[config.mk]
export PLATFORM = sky130hd
export DESIGN_NAME = register_file_sb
export DESIGN_NICKNAME = d
export VERILOG_FILES = /design/src/rtl/register_file_sb.sv
export SDC_FILE = /design/constraint.sdc
export NUM_CORES = 1
export LEC_CHECK = 0
export ABC_AREA = 1
export CORE_MARGIN = 4
export CORE_UTILIZATION = 40
export DETAILED_ROUTE_END_ITERATION = 8
export MAX_ROUTING_LAYER = met4
export PLACE_DENSITY = 0.65
export SETUP_SLACK_MARGIN = 0.05
export SLEW_MARGIN = 30
export SYNTH_ARGS = -nofsm -noshare
export SYNTH_HDL_FRONTEND = slang
export SYNTH_SLANG_ARGS = --single-unit
[constraint.sdc]
create_clock -name clk -period 8.8 [get_ports clk]
set_input_delay 1.32 -clock clk [delete_from_list [all_inputs] [get_ports clk]]
set_output_delay 1.32 -clock clk [all_outputs]
set_load 0.01 [all_outputs]
[src/rtl/register_file_sb.sv]
// register_file_sb: 2-read/1-write register file with a per-register busy scoreboard.
// Ports:
//   clk, rst (sync, active-high)
//   write_*   : writeback port, which also clears the busy bit of the written register
//   read_*    : combinational operand reads, with optional writeback bypass
//   reserve_* : issue-time destination reservation
//   busy_1/2, stall, busy_count : hazard reporting
module register_file_sb #(
  parameter int DATA_WIDTH = 16,
  parameter int ADDR_WIDTH = 3,
  parameter bit ZERO_REG   = 1'b0,
  parameter bit BYPASS     = 1'b1
) (
  input  logic                  clk,
  input  logic                  rst,
  input  logic                  write_enable,
  input  logic [ADDR_WIDTH-1:0] write_destination,
  input  logic [DATA_WIDTH-1:0] write_data,
  input  logic [ADDR_WIDTH-1:0] read_address_1,
  output logic [DATA_WIDTH-1:0] read_data_1,
  input  logic [ADDR_WIDTH-1:0] read_address_2,
  output logic [DATA_WIDTH-1:0] read_data_2,
  input  logic                  reserve_enable,
  input  logic [ADDR_WIDTH-1:0] reserve_destination,
  output logic                  busy_1,
  output logic                  busy_2,
  output logic                  stall,
  output logic [ADDR_WIDTH:0]   busy_count
);

  localparam int DEPTH = 2 ** ADDR_WIDTH;

  logic [DATA_WIDTH-1:0] regs [DEPTH];
  logic [DEPTH-1:0]      busy;
  logic [DEPTH-1:0]      busy_nxt;
  logic [ADDR_WIDTH:0]   count_nxt;
  logic                  wr_ok;
  logic                  rsv_ok;
  logic                  waw;

  // Writes to the hardwired zero register are dropped entirely.
  assign wr_ok = write_enable &&
                 !(ZERO_REG && write_destination == '0);

  always_comb begin
    read_data_1 = regs[read_address_1];
    busy_1      = busy[read_address_1];
    if (ZERO_REG && read_address_1 == '0) begin
      read_data_1 = '0;
      busy_1      = 1'b0;
    end else if (BYPASS && write_enable &&
                 write_destination == read_address_1) begin
      read_data_1 = write_data;
      busy_1      = 1'b0;
    end
  end

  always_comb begin
    read_data_2 = regs[read_address_2];
    busy_2      = busy[read_address_2];
    if (ZERO_REG && read_address_2 == '0) begin
      read_data_2 = '0;
      busy_2      = 1'b0;
    end else if (BYPASS && write_enable &&
                 write_destination == read_address_2) begin
      read_data_2 = write_data;
      busy_2      = 1'b0;
    end
  end

  // WAW: the destination already has a producer in flight, and that
  // producer is not retiring this cycle.
  assign waw = reserve_enable &&
               busy[reserve_destination] &&
               !(write_enable &&
                 write_destination == reserve_destination);

  assign stall = busy_1 | busy_2 | waw;

  assign rsv_ok = reserve_enable && !stall &&
                  !(ZERO_REG && reserve_destination == '0);

  // The set is applied after the clear so that a new producer issued
  // in the same cycle as a writeback to that register keeps it busy.
  always_comb begin
    busy_nxt = busy;
    if (wr_ok)
      busy_nxt[write_destination] = 1'b0;
    if (rsv_ok)
      busy_nxt[reserve_destination] = 1'b1;
  end

  always_comb begin
    count_nxt = '0;
    for (int i = 0; i < DEPTH; i++)
      count_nxt = count_nxt + (ADDR_WIDTH+1)'(busy_nxt[i]);
  end

  always_ff @(posedge clk) begin
    if (rst) begin
      for (int i = 0; i < DEPTH; i++)
        regs[i] <= '0;
      busy       <= '0;
      busy_count <= '0;
    end else begin
      if (wr_ok)
        regs[write_destination] <= write_data;
      busy       <= busy_nxt;
      busy_count <= count_nxt;
    end
  end

endmodule

Word-level counts from Yosys, hierarchy flattened
Memories as Yosys holds them, arrays and structs flattened.
Index checks and enable logic that the tools add are counted.
Operators by class
  $add $sub $neg: 7
  order comparisons: 6
  equal/unequal tests: 3
  multiplexer cells: 24
  bitwise logic cells: 5
  reduce and logical (&&, ||, !) cells: 11
Operators by type and width (number)
  $mux W16: 3
  $add A4 B1 Y4: 4
  $lt A3 B4 Y1 const B: 4
  $mux W8: 2
  $reduce_or A16 Y1: 1
  $mux W1: 13
  $bmux W1 S3: 3
  $eq A3 B3 Y1: 3
  $and A8 B8 Y8: 1
  $logic_and A1 B1 Y1: 8
  $not A8 Y8: 1
  $or A8 B8 Y8: 1
  $demux W1 S3: 2
  $ge A3 B1 Y1 const B: 2
  $add A3 B1 Y4: 1
  $add A2 B1 Y3: 1
  $mux W3: 1
  $add A1 B1 Y2: 1
  $logic_not A1 Y1: 2
  $or A1 B1 Y1: 2
Word-level totals
  bits in registers: 12
  memory bits (writable): 128
  bits of input ports: 32
  output and inout bits: 39
  logic and storage cells: 59
  memories kept: 1
Memory list
  regs: depth 8, width 16, read ports 2, clocked after Yosys merged registers in 0, write ports 8, line 33  | logic [DATA_WIDTH-1:0] regs [DEPTH];

Longest topological paths before layout
Gate-level depths: netlist (run 1).
  depth after elaboration: 16
  mapped depth: 22
  depth with buffers taken out: 21

Least setup slack after synthesis (run 1)
OpenSTA, ideal clock, no wires.
  path type: input-to-reg
  start point: input port read_address_2[0]
  end point: register busy_count[2]
  library setup time: 0.130 ns
  arrival: 4.483 ns
  required time: 8.670 ns
  setup slack: 4.188 ns
  cell stages on the path: 22
  path buffers: 2
  path through: buf_4 -> inv_2 -> buf_6 -> nand2_1 -> nand3_1 -> nand3_2 -> nand3_4 -> nand2_4 -> inv_6 -> nand4_1 -> nand2_1 -> inv_1 -> fa_1 -> inv_1 -> fa_1 -> fa_1 -> inv_1 -> ha_1 -> inv_1 -> fa_1 -> xor2_1 -> nor2_1
On the way
  cells in the longest elaborated chain, start to end: 15
  elaborated cells between the ends (all ways): 17
  classes of those cells: add/sub: 7; eq/ne: 1; mux: 4; bitwise: 2; reduce/logical: 3
Ends and longest elaborated chain
  start, declared: line 21  | input logic [ADDR_WIDTH-1:0] read_address_2,
  $bmux W1 S3 / $eq A3 B3 Y1 (equally long branches): line 60, 65
  $mux W1 (implied by the code) / $logic_and A1 B1 Y1 (equally long branches): line 60, 64
  $mux W1 (*): line 64  | end else if (BYPASS && write_enable &&
  $or A1 B1 Y1 (*) (2 in a row): line 78  | assign stall = busy_1 | busy_2 | waw;
  $logic_not A1 Y1 (*): line 80  | assign rsv_ok = reserve_enable && !stall &&
  $logic_and A1 B1 Y1 (*): line 80
  $mux W8 (*): line 89  | if (rsv_ok)
  net busy_nxt[1]: line 35  | logic [DEPTH-1:0] busy_nxt;
  $add A1 B1 Y2 (*): line 96  | count_nxt = count_nxt + (ADDR_WIDTH+1)'(busy_nxt[i]);
  $add A2 B1 Y3 (*): line 96
  $add A3 B1 Y4 (*): line 96
  $add A4 B1 Y4 (*) (4 in a row): line 96
  end signal, assigned: line 109  | busy_count <= count_nxt;
  end, declared: line 28  | output logic [ADDR_WIDTH:0] busy_count
The timed path passes the listed nets; every way through them passes the cells marked *. The select of a mux whose other input is x is not followed.
A chain may end at the register's enable or synchronous reset.

Worst setup path in the final report (run 1)
  start point: input port read_address_1[2]
  end point: register busy_count[2]
On the way
  cells in the longest elaborated chain, start to end: 15
  elaborated cells between the ends (all ways): 17
  classes of those cells: add/sub: 7; eq/ne: 1; mux: 4; bitwise: 2; reduce/logical: 3
Ends and longest elaborated chain
  start, declared: line 19  | input logic [ADDR_WIDTH-1:0] read_address_1,
  $bmux W1 S3 / $eq A3 B3 Y1 (equally long branches): line 47, 52
  $mux W1 (implied by the code) / $logic_and A1 B1 Y1 (equally long branches): line 47, 51
  $mux W1 (*): line 51  | end else if (BYPASS && write_enable &&
  $or A1 B1 Y1 (*) (2 in a row): line 78
  $logic_not A1 Y1 (*): line 80
  $logic_and A1 B1 Y1 (*): line 80
  $mux W8 (*): line 89
  net busy_nxt[0]: line 35
  $add A1 B1 Y2 (*): line 96
  $add A2 B1 Y3 (*): line 96
  $add A3 B1 Y4 (*): line 96
  $add A4 B1 Y4 (*) (4 in a row): line 96
Marks and branches as above.

==> results by group, run 1 <==
Outcome
  – Outcome: finished, final reports clean

Global routing
  – GRT Max-Usage Layer: met2
  – GRT Overall Usage: 0.213
  – Number of global-route vias before repair: 6638
  – First-pass GRT wire length: 38000 um
  – Met2 usage: 0.333
  – Initial antenna violation count: 0
  – Met3 Usage GRT: 0.0410
  – Gr ovfl total: 0
  – Largest net degree at the start of global routing: 126
  – Met1 GRT Util: 0.280

Floorplanning
  – Die H: 152 um
  – Initial Utilization: 0.408
  – Row Count: 52
  – Core Area: 20300 um2
  – Die area: 23100 um2
  – Die width: 152 um
  – Boundary pin count: 71

STA
  – Final Hold Vio Count: 0
  – Final worst-path cycle share: 0.697
  – Min Clock Period, post-route: 6.13 ns
  – Setup TNS Final: 0 ns
  – Max Slew Vio Count: 0
  – Worst Tran Pin Value: 0.971 ns
  – RSZ-0062 raised after global routing: false
  – Skew final: 0.00734 ns
  – Worst slew margin: 0.351
  – Fmax achieved: 0.163 GHz
  – WHS: 0.570 ns
  – Final setup viols: 0

Setup path
  – Setup CP Type: primary input to flip-flop
  – Crit path max fanout: 33
  – Crit path capture type: flip-flop
  – Critical Path RT: 9.09 ns
  – Worst EP arrival: 6.42 ns
  – Startpoint type of the worst setup path: primary input

Routing
  – Drc violations: 0
  – Initial DRC count: 863
  – WL final: 24300 um
  – Via count: 7207
  – Antenna viol nets, final: 0
  – Via density: 5.47
  – DRT Pass-1 Iters: 5
  – WL per Instance: 18.5 um

Cells and area
  – Fin area: 9560 um2
  – Layout cells sized above 1: 0.0544
  – Commonest cells after routing, fill and taps aside: nor2_1, edfxtp_1, nand2_1, o21ai_0, inv_1
  – Filler cell count: 1991
  – Inserted Diodes: 0
  – Final nets: 1073
  – Fin util: 0.471
  – Synth-to-layout area growth: 15.4%
  – Most common cell after layout, fill and taps aside: nor2_1

Synth
  – Asr flop ratio synth: 0
  – Ys flop type: edfxtp_1
  – Post-synthesis sequential area ratio: 0.493
  – Mapped cell area: 8280 um2
  – Synthesized Nets: 1052
  – Synth Instances: 1013
  – #FFs+latches synth: 140
  – Yosys warning count: 0
  – Syn_area_per_cell: 8.18 um2
  – Post-synth EDFFs: 128
  – Distinct cells, synth: 32

Place
  – I/O Buffers: 70
  – HPWL after detailed placement: 15200 um
  – GPL Wtd Cong: 0.913
  – Area of placed instances: 8980 um2

Hold path
  – Hold Crit Class: flip-flop to flip-flop

CTS
  – CTS Buf Count: 17
  – Clk slew on worst S/H paths: 0.06 ns
  – Clock root cell: clkbuf_16
  – CTS tree: yes
  – Worst skew pair latency: 0.42 ns
  – Hold_buf cts: 0
  – Clock Path Buffers: 2
  – Postcts setup bufs: 0
  – Post-CTS resize count: 0
  – H-Tree Depth: 4
  – TritonCTS Sinks: 140

Power and ir drop
  – Pwr dens: 191 nW/um2
  – Leak Pwr: 0.00373 uW
  – Max VDD drop: 0.000141 V

Flow run
  – Maxcap violations: 0
==> sequential cells by signal (all words and copies together), names as in the netlist <==
register	flops
regs	128
busy	8
busy_count	4
==> path summary, 6_finish.rpt <==
path                     startpoint            end  slack [ns]  cells past startpoint
hold reg to reg             busy[0]        busy[0]        0.57                      2
setup / recovery  read_address_1[2]  busy_count[2]        2.67                     20
hold / removal              busy[0]        busy[0]        0.57                      2
setup reg to reg            busy[5]  busy_count[2]        5.00                     20
==> power breakdown <==
group | internal (uW) | switching, uW
registers | 772 | 16.7
clock network | 442 | 272
logic | 122 | 204
==> worst max-delay path, stage by stage <==
cell and delay, ns:
clkdlybuf4s50_1 0.99, inv_2 0.42, o21ai_1 0.23, nor2_1 0.08, nand2_2 0.47, nand3_4 0.20
nand2_4 0.12, inv_6 0.05, nand4_2 0.06, nand2_1 0.09, fa_1 0.54, inv_1 0.05
fa_1 0.46, fa_1 0.48, inv_1 0.07, ha_1 0.16, inv_1 0.06, fa_1 0.37
xor2_1 0.14, nor2_1 0.06
==> stage by stage <==
step | setup WS (ns) | total power [uW] | std cells
floorplan | 4.19 | 996 | 1013
detailed placement | 2.28 | 1130 | 1285
global route | 2.34 | 1900 | 1317
finish | 2.67 | 1830 | 1317
CTS | 2.70 | 1830 | 1317
global placement | 2.33 | 1120 | 1285
==> routing by layer <==
metal | up-vias | part of all wire
met5 | - | 0
met4 | 0 | 0.022
met3 | 39 | 0.071
met2 | 279 | 0.47
met1 | 3395 | 0.43
li1 | 3494 | -
==> final cells by class <==
| class | count | area (um2) | area share |
|---|---|---|---|
| flip-flops and latches | 140 | 4080 | 0.427 |
| clock buffers | 23 | 448 | 0.0469 |
| multi-input cells | 683 | 3410 | 0.356 |
| repair buffers | 73 | 712 | 0.0745 |
| well taps | 270 | 338 | 0.0353 |
| clock inverters | 9 | 120 | 0.0126 |
| inverters | 119 | 452 | 0.0473 |
==> synthesized netlist by cell type, types with 5 or more instances <==
cell / n / area (um2)
o21ai_0: 115 / 576
o211ai_1: 64 / 480
nand2_1: 119 / 447
clkbuf_1: 27 / 101
clkinv_1: 17 / 63.8
nand4_1: 6 / 37.5
dfxtp_1: 12 / 240
buf_4: 5 / 37.5
buf_2: 32 / 160
nor3_1: 6 / 30.0
o21ai_1: 18 / 90.1
edfxtp_1: 128 / 3840
a21oi_1: 73 / 365
inv_1: 94 / 353
inv_2: 7 / 26.3
nand3_1: 81 / 405
nor2_1: 175 / 657
==> logic make-up (layout without fill, tap and decap cells) <==
| family | after synthesis | in the layout | synth area share |
|---|---|---|---|
| XOR/XNOR | 2 | 2 | 0.00211 |
| AO/OA/AOI/OAI | 272 | 272 | 0.184 |
| adder cells (fa/ha/maj) | 7 | 7 | 0.0142 |
| buffers and inverters | 190 | 224 | 0.0974 |
| AND/OR/NAND/NOR | 402 | 402 | 0.209 |
| flip-flops | 140 | 140 | 0.493 |
Power figures use the tool's default switching activity.
==> inputs of run 2 (changes only) <==
==> constraint.sdc (replaced) <==
create_clock -name clk -period 5.81 [get_ports clk]
set_input_delay 0.8715 -clock clk [delete_from_list [all_inputs] [get_ports clk]]
set_output_delay 0.8715 -clock clk [all_outputs]
set_load 0.01 [all_outputs]
==> run 2 against run 1 <==
Sequential share of layout area shrank 0.17 points; register-to-register slack lost 3.0 ns; highest routed layer unchanged; utilization grew 0.19 points; sequential cell count is the same; first-iteration DRC count shrank 17%; global-route usage grew 0.29 points; die area is the same; via count grew 2.8%; non-clock buffer count grew 11; sequential power grew 51%; clock power grew 40%; worst setup slack lost 1.5 ns.
==> results by group, run 2 (synthesized netlist as in run 1, its figures left out) <==
Outcome
  – Outcome: finished, final reports clean (unchanged)

Routing
  – Routed wl met3: 1810 um (was 1720 um)
  – Routed met2 length: 11700 um (was 11500 um)
  – Drc violations: 0 (unchanged)
  – Via density: 5.58 (was 5.47)
  – Highest metal used: met4 (unchanged)
  – Met1 Routed Length: 10200 um (was 10600 um)
  – Antenna viol nets, final: 0 (unchanged)
  – Via count: 7412 (was 7207)
  – DRT Pass-1 Iters: 6 (was 5)
  – WL final: 24500 um (was 24300 um)
  – Initial DRC count: 720 (was 863)
  – WL per Instance: 18.5 um (about the same)

CTS
  – Postcts setup bufs: 0 (unchanged)
  – H-Tree Depth: 4 (unchanged)
  – Worst skew pair latency: 0.42 ns (about the same)
  – Clock root cell: clkbuf_16 (unchanged)
  – Clk slew on worst S/H paths: 0.06 ns (about the same)
  – CTS Buf Count: 17 (unchanged)
  – Hold_buf cts: 0 (unchanged)
  – CTS tree: yes (unchanged)
  – Post-CTS resize count: 0 (unchanged)
  – Clock Path Buffers: 2 (unchanged)
  – TritonCTS Sinks: 140 (unchanged)

Global routing
  – First-pass GRT wire length: 38600 um (was 38000 um)
  – Largest net degree at the start of global routing: 72 (was 126)
  – Gr ovfl total: 0 (unchanged)
  – Initial antenna violation count: 0 (unchanged)
  – GRT Overall Usage: 0.215 (was 0.213)
  – Number of global-route vias before repair: 7058 (was 6638)

Power and ir drop
  – Logic pwr share: 0.185 (was 0.178)
  – Sw Share: 0.280 (was 0.269)
  – Max VDD drop: 0.000187 V (was 0.000141 V)
  – Clock Power Share: 0.372 (was 0.391)
  – Pwr dens: 280 nW/um2 (was 191 nW/um2)
  – Sequential Power Share: 0.443 (was 0.431)
  – Internal power: 1940 uW (was 1340 uW)
  – Leak Pwr: 0.00376 uW (was 0.00373 uW)
  – P_sw: 752 uW (was 492 uW)

Setup path
  – Startpoint type of the worst setup path: primary input (unchanged)
  – Setup CP Type: primary input to flip-flop (unchanged)
  – Reg2reg setup slack: 2.03 ns (was 5.00 ns)
  – Worst reg2reg path depth: 20 (unchanged)
  – Worst r2r src: busy[7] (was busy[5])
  – Critical Path RT: 6.10 ns (was 9.09 ns)
  – FF-to-FF End: busy_count[2] (unchanged)
  – Worst EP arrival: 4.89 ns (was 6.42 ns)
  – Crit path capture type: flip-flop (unchanged)
  – Crit path max fanout: 21 (was 33)

STA
  – RSZ-0062 raised after global routing: false (unchanged)
  – Setup TNS Final: 0 ns (unchanged)
  – Final setup slack of the worst path: 1.21 ns (was 2.67 ns)
  – Final setup viols: 0 (unchanged)
  – Final worst-path cycle share: 0.792
  – Worst Tran Pin Value: 0.984 ns (was 0.971 ns)
  – Max Slew Vio Count: 0 (unchanged)
  – Skew final: 0.00114 ns (was 0.00734 ns)
  – Worst slew margin: 0.342 (was 0.351)
  – WHS: 0.582 ns (was 0.570 ns)
  – Final Hold Vio Count: 0 (unchanged)
  – Min Clock Period, post-route: 4.60 ns
  – Fmax achieved: 0.217 GHz

Cells and area
  – Reg with most FFs: regs (unchanged)
  – Layout cells sized above 1: 0.0681 (was 0.0544)
  – Most common cell after layout, fill and taps aside: nor2_1 (unchanged)
  – Multi-input logic area: 3400 um2 (was 3410 um2)
  – Inserted Diodes: 0 (unchanged)
  – Commonest cells after routing, fill and taps aside: nor2_1, edfxtp_1, nand2_1, o21ai_0, inv_1 (unchanged)
  – Synth-to-layout area growth: 15.9% (was 15.4%)
  – Final nets: 1084 (was 1073)
  – Storage element area: 4080 um2 (unchanged)
  – Filler cell count: 1985 (was 1991)
  – Top Registers: regs x128, busy x8, busy_count x4 (unchanged)
  – Fin area: 9600 um2 (was 9560 um2)
  – Largest register FFs: 128 (unchanged)

Hold path
  – Hold Path Depth: 2 (unchanged)
  – Hold Crit Endpoint: busy[0] (unchanged)
  – Min-delay src: busy[0] (unchanged)
  – Hold Crit Class: flip-flop to flip-flop (unchanged)

Floorplanning
  – Row Count: 52 (unchanged)
  – Initial Utilization: 0.408 (unchanged)
  – Boundary pin count: 71 (unchanged)
  – Die H: 152 um (unchanged)
  – Core Area: 20300 um2 (unchanged)
  – Die width: 152 um (unchanged)
  – Die area: 23100 um2 (unchanged)

Flow run
  – Maxcap violations: 0 (unchanged)

Place
  – Place WS: 0.790 ns (was 2.28 ns)
  – HPWL after detailed placement: 14900 um (was 15200 um)
  – GPL Wtd Cong: 0.880 (was 0.913)
  – Area of placed instances: 9060 um2 (was 8980 um2)
  – I/O Buffers: 70 (unchanged)
[run 2: cell types whose count changed in the layout (fill, tap and decap cells not counted), moves of 2 or more]
cell,before,now
buf_4,4,16
bufinv_16,3,1
clkinv_2,2,6
clkbuf_1,6,2
clkinvlp_4,0,4
clkinv_1,20,18
[run 2: worst max-delay path, cell delays in order]
cell and delay [ns]:
clkdlybuf4s50_1 0.43, inv_2 0.40, o21ai_1 0.10, nor2_1 0.15
nand2_2 0.09, nand3_4 0.12, nand2_4 0.07, inv_6 0.08
nand4_1 0.08, nand2_1 0.11, inv_1 0.05, fa_1 0.48
inv_1 0.05, fa_1 0.47, fa_1 0.47, inv_1 0.07
ha_1 0.16, inv_1 0.06, fa_1 0.37, xor2_1 0.14
nor2_1 0.05
[run 2: stage by stage]
stage               power, uW  utilization  instances
global placement         1700        0.446       1296
finish                   2690        0.473       1328
CTS                      2700        0.473       1328
floorplan                1510            -       1013
global route             2810        0.473       1328
detailed placement       1710        0.446       1296
[run 2: how the worst max path moves through the flow]
stage	depth (start not counted)	from	slack (ns)	to
global route	21	reserve_destination[0]	0.93	busy_count[2]
detailed placement	21	read_address_1[2]	0.79	busy_count[2]
finish	21	read_address_1[2]	1.21	busy_count[2]
CTS	21	read_address_1[2]	1.22	busy_count[2]
floorplan	22	read_address_2[0]	1.65	busy_count[2]
global placement	21	read_address_1[2]	0.87	busy_count[2]
[run 2: layer usage]
metal	global-route usage	up-vias
met5	-	-
met4	0.0865	0
met3	0.0398	60
met2	0.341	336
met1	0.275	3494
li1	-	3522
[run 2: layout make-up]
class | count | area share
clock buffer | 19 | 0.0451
clock inverter | 13 | 0.0107
inverter | 119 | 0.0471
multi-input combinational | 683 | 0.354
sequential | 140 | 0.425
tap | 270 | 0.0352
timing repair buffer | 84 | 0.0824
[run 2: power by group through the flow]
stage          sequential [uW]  clock [uW]  combinational, uW
2_1_floorplan             1210           0                299
3_3_place_gp              1210           0                491
3_5_place_dp              1210           0                495
4_1_cts                   1190        1010                497
5_1_grt                   1200        1060                550
6_report                  1190        1000                498
==> RTL edit (settings of run 1) <==
Put one more register stage on the output `busy_count`, with the module's reset. The value now appears one clock later. The other outputs are not delayed to match.
--- a/src/rtl/register_file_sb.sv
+++ b/src/rtl/register_file_sb.sv
@@ -29,6 +29,8 @@
 );
 
   localparam int DEPTH = 2 ** ADDR_WIDTH;
+
+  logic [ADDR_WIDTH:0] busy_count_s0;
 
   logic [DATA_WIDTH-1:0] regs [DEPTH];
   logic [DEPTH-1:0]      busy;
@@ -101,12 +103,20 @@
       for (int i = 0; i < DEPTH; i++)
         regs[i] <= '0;
       busy       <= '0;
-      busy_count <= '0;
+      busy_count_s0 <= '0;
     end else begin
       if (wr_ok)
         regs[write_destination] <= write_data;
       busy       <= busy_nxt;
-      busy_count <= count_nxt;
+      busy_count_s0 <= count_nxt;
+    end
+  end
+
+  always_ff @(posedge clk) begin
+    if (rst) begin
+      busy_count <= '0;
+    end else begin
+      busy_count <= busy_count_s0;
     end
   end
 
Function: changed (Yosys sat finds a counterexample within 4 cycles, from zero or initial values and one cycle with rst high).
==> RTL edit against run 1 <==
- area after synthesis grew 0.74%
- clock power grew 2%
- sequential cell count grew 4
- sequential power grew 2.5%
- count of clock-buffer cells in the layout shrank 1
- setup slack lost 0.057 ns
- routed wire length grew 5.9%
- power grew 1.9%
- first-iteration DRC count shrank 10%
- via count grew 4.6%
- design area grew 1.4%
- largest power group unchanged
==> RTL edit: results (changes against run 1) <==
* Skew-Pair Late Insertion Delay at 0.42 ns (about the same)
* HP Class: reg2reg
* Place WS at 2.280 ns (+0.002490 ns)
* Max IR drop VDD at 0.1228 mV (-13%)
* Port Buffers at 70 (unchanged)
* Reg2Reg Depth at 20 (unchanged)
* Placed Cells at 1297 (+0.93%)
* CP arrival at 6.48 ns (+0.06 ns)
* Hold Path Sink: busy_count[3]
* Critical-path maximum fanout at 33 (unchanged)
* Hold Startpoint: busy_count_s0[3]
* Share of layout cells above drive strength 1 at 0.06799 (+0.01355)
* Number of global-route vias before repair at 7353 (+11%)
* Post-DR wirelength/cell at 19.38 µm (+4.8%)
* CTS-repair resized insts at 0 (unchanged)
* Maximum root-to-sink buffer count at 2 (unchanged)
* Clock Skew at 0.005258 ns (-0.002084 ns)
* Worst reg-to-reg setup slack at 5.05 ns (+0.05 ns)
* Initial antenna violation count at 1 (+1)
* DRC errors left at 0 (unchanged)
* Gr usage total at 0.2282 (+0.01561)
* Register area share after synthesis at 0.4990 (+0.005974)
* Synth Warn # at 0 (unchanged)
* Clock slew at reported path FFs at 0.06 ns (about the same)
* Global-route wire length before repair at 40600 µm (+6.9%)
* Synth Area in XOR/XNOR at 0.002099 (-0.00001553)
* Pleak at 0.003788 µW (+1.7%)
* Post-synth ARST share at 0 (unchanged)
* Synth top cells by count: nor2_1, edfxtp_1, nand2_1
* Root buf cell: clkbuf_16
* Crit Reg-Reg Startpoint: busy[2]
* Adder-Cell Fraction of Synth Area at 0.01409 (-0.0001043)
* Period utilization at 0.7033 (+0.006480)
* Pin count of the biggest net entering global routing at 122 (-3.2%)
* Largest family of logic cells by synthesized area: simple AND/OR/NAND/NOR gates
* DRT iter0 DRCs at 775 (-10%)
* Slew margin rel. at 0.3425 (-0.008568)
* Mux share of post-synthesis cell area at 0 (unchanged)
* Synth top area cells: edfxtp_1, nor2_1, o21ai_0
* Post-synth EDFFs at 128 (unchanged)
* Syn nets at 1061 (+0.86%)
* HPWL after DPL at 16200 µm (+6.5%)
* Netlist cell types at 33 (+3.1%)
* Post-Place Cell Area at 9086 µm² (+1.1%)
* Syn_area_per_cell at 8.166 µm² (-0.15%)
* Hold path depth at 2 (unchanged)
* Htree depth at 4 (unchanged)
* Hold WS at 0.4105 ns (-0.1590 ns)
* Placer Congestion at 0.9087 (-0.49%)
* Regs by FF count: regs (128), busy (8)
* Routed wire length at 25780 µm (+5.9%)
* TritonRoute pass-1 iters at 8 (+3)
* R2R Path End: busy_count_s0[2]
* Post-CTS setup buffers at 0 (unchanged)
* Complex-gate fraction of the synthesized area at 0.1876 (+0.003596)
* Status: finished, final reports clean
* Via-to-Cell Ratio at 5.668 (+3.6%)
[RTL edit: cell count changes after synthesis, sizes merged]
| cell | delta |
|---|---|
| o21ai | +6 |
| nand3 | -7 |
| clkbuf | -5 |
| buf | +4 |
| inv | +2 |
| nor2 | +5 |
| dfxtp | +4 |
[RTL edit: how the worst max path moves through the flow]
stage / from / endpoint / cells after the start
after floorplan: write_destination[2] / busy_count_s0[2] / 22
after global routing: read_address_1[2] / busy_count_s0[2] / 22
final: read_address_2[2] / busy_count_s0[2] / 22
after detailed placement: read_address_2[2] / busy_count_s0[2] / 22
after CTS: read_address_2[2] / busy_count_s0[2] / 22
after global placement: read_address_2[2] / busy_count_s0[2] / 22
[RTL edit: per-stage QoR]
stage / total power (µW) / util
after detailed placement: 1146 / 0.4462
after global placement: 1143 / 0.4456
after global routing: 1939 / 0.4761
after floorplan: 1014 / -
after CTS: 1866 / 0.4755
final: 1864 / 0.4761
[RTL edit: final cells by class]
class                   instances  area (µm²)
clock buffers                  22       529.3
repair buffers                 75       726.9
fillers                      1956       10670
diodes                          1       2.502
multi-input cells             687        3411
inverters                     121       456.7
well taps                     270       337.8
clock inverters                10       67.56
flip-flops and latches        144        4164
[RTL edit: logic make-up (layout without fill, tap and decap cells)]
family,after synthesis,count (layout)
and+or+nand+nor,400,400
AOI/OAI and AO/OA,278,278
buffers and inverters,191,228
DFF,144,144
adders and majority gates,7,7
xor gates and xnor gates,2,2
other,0,1
[RTL edit: where the power goes]
group | switching [µW] | total [µW] | internal (µW) | leakage [µW]
sequential | 17.2 | 808 | 791 | 0.00136
clock | 299 | 727 | 429 | 0.000301
combinational | 208 | 328 | 119 | 0.00213
total | 524 | 1860 | 1340 | 0.00379
[RTL edit: metal layers]
| layer | GRT usage | share of wire | vias to the layer above |
|---|---|---|---|
| li1 | - | - | 3527 |
| met1 | 0.3045 | 0.44 | 3579 |
| met2 | 0.3400 | 0.45 | 375 |
| met3 | 0.05652 | 0.085 | 57 |
| met4 | 0.08273 | 0.030 | 0 |
| met5 | - | 0 | - |
[RTL edit: critical path: stages]
cell,delay (ns)
clkdlybuf4s50_1,0.98
inv_2,0.42
nand2_1,0.16
nand2_1,0.06
nor2_1,0.11
nand2_2,0.38
nand3_2,0.30
nand2_2,0.09
inv_4,0.11
nand4_1,0.08
nand2_1,0.11
inv_1,0.05
fa_1,0.47
inv_1,0.05
fa_1,0.45
fa_1,0.47
inv_1,0.07
ha_1,0.15
inv_1,0.06
fa_1,0.38
xor2_1,0.15
nor2_1,0.05
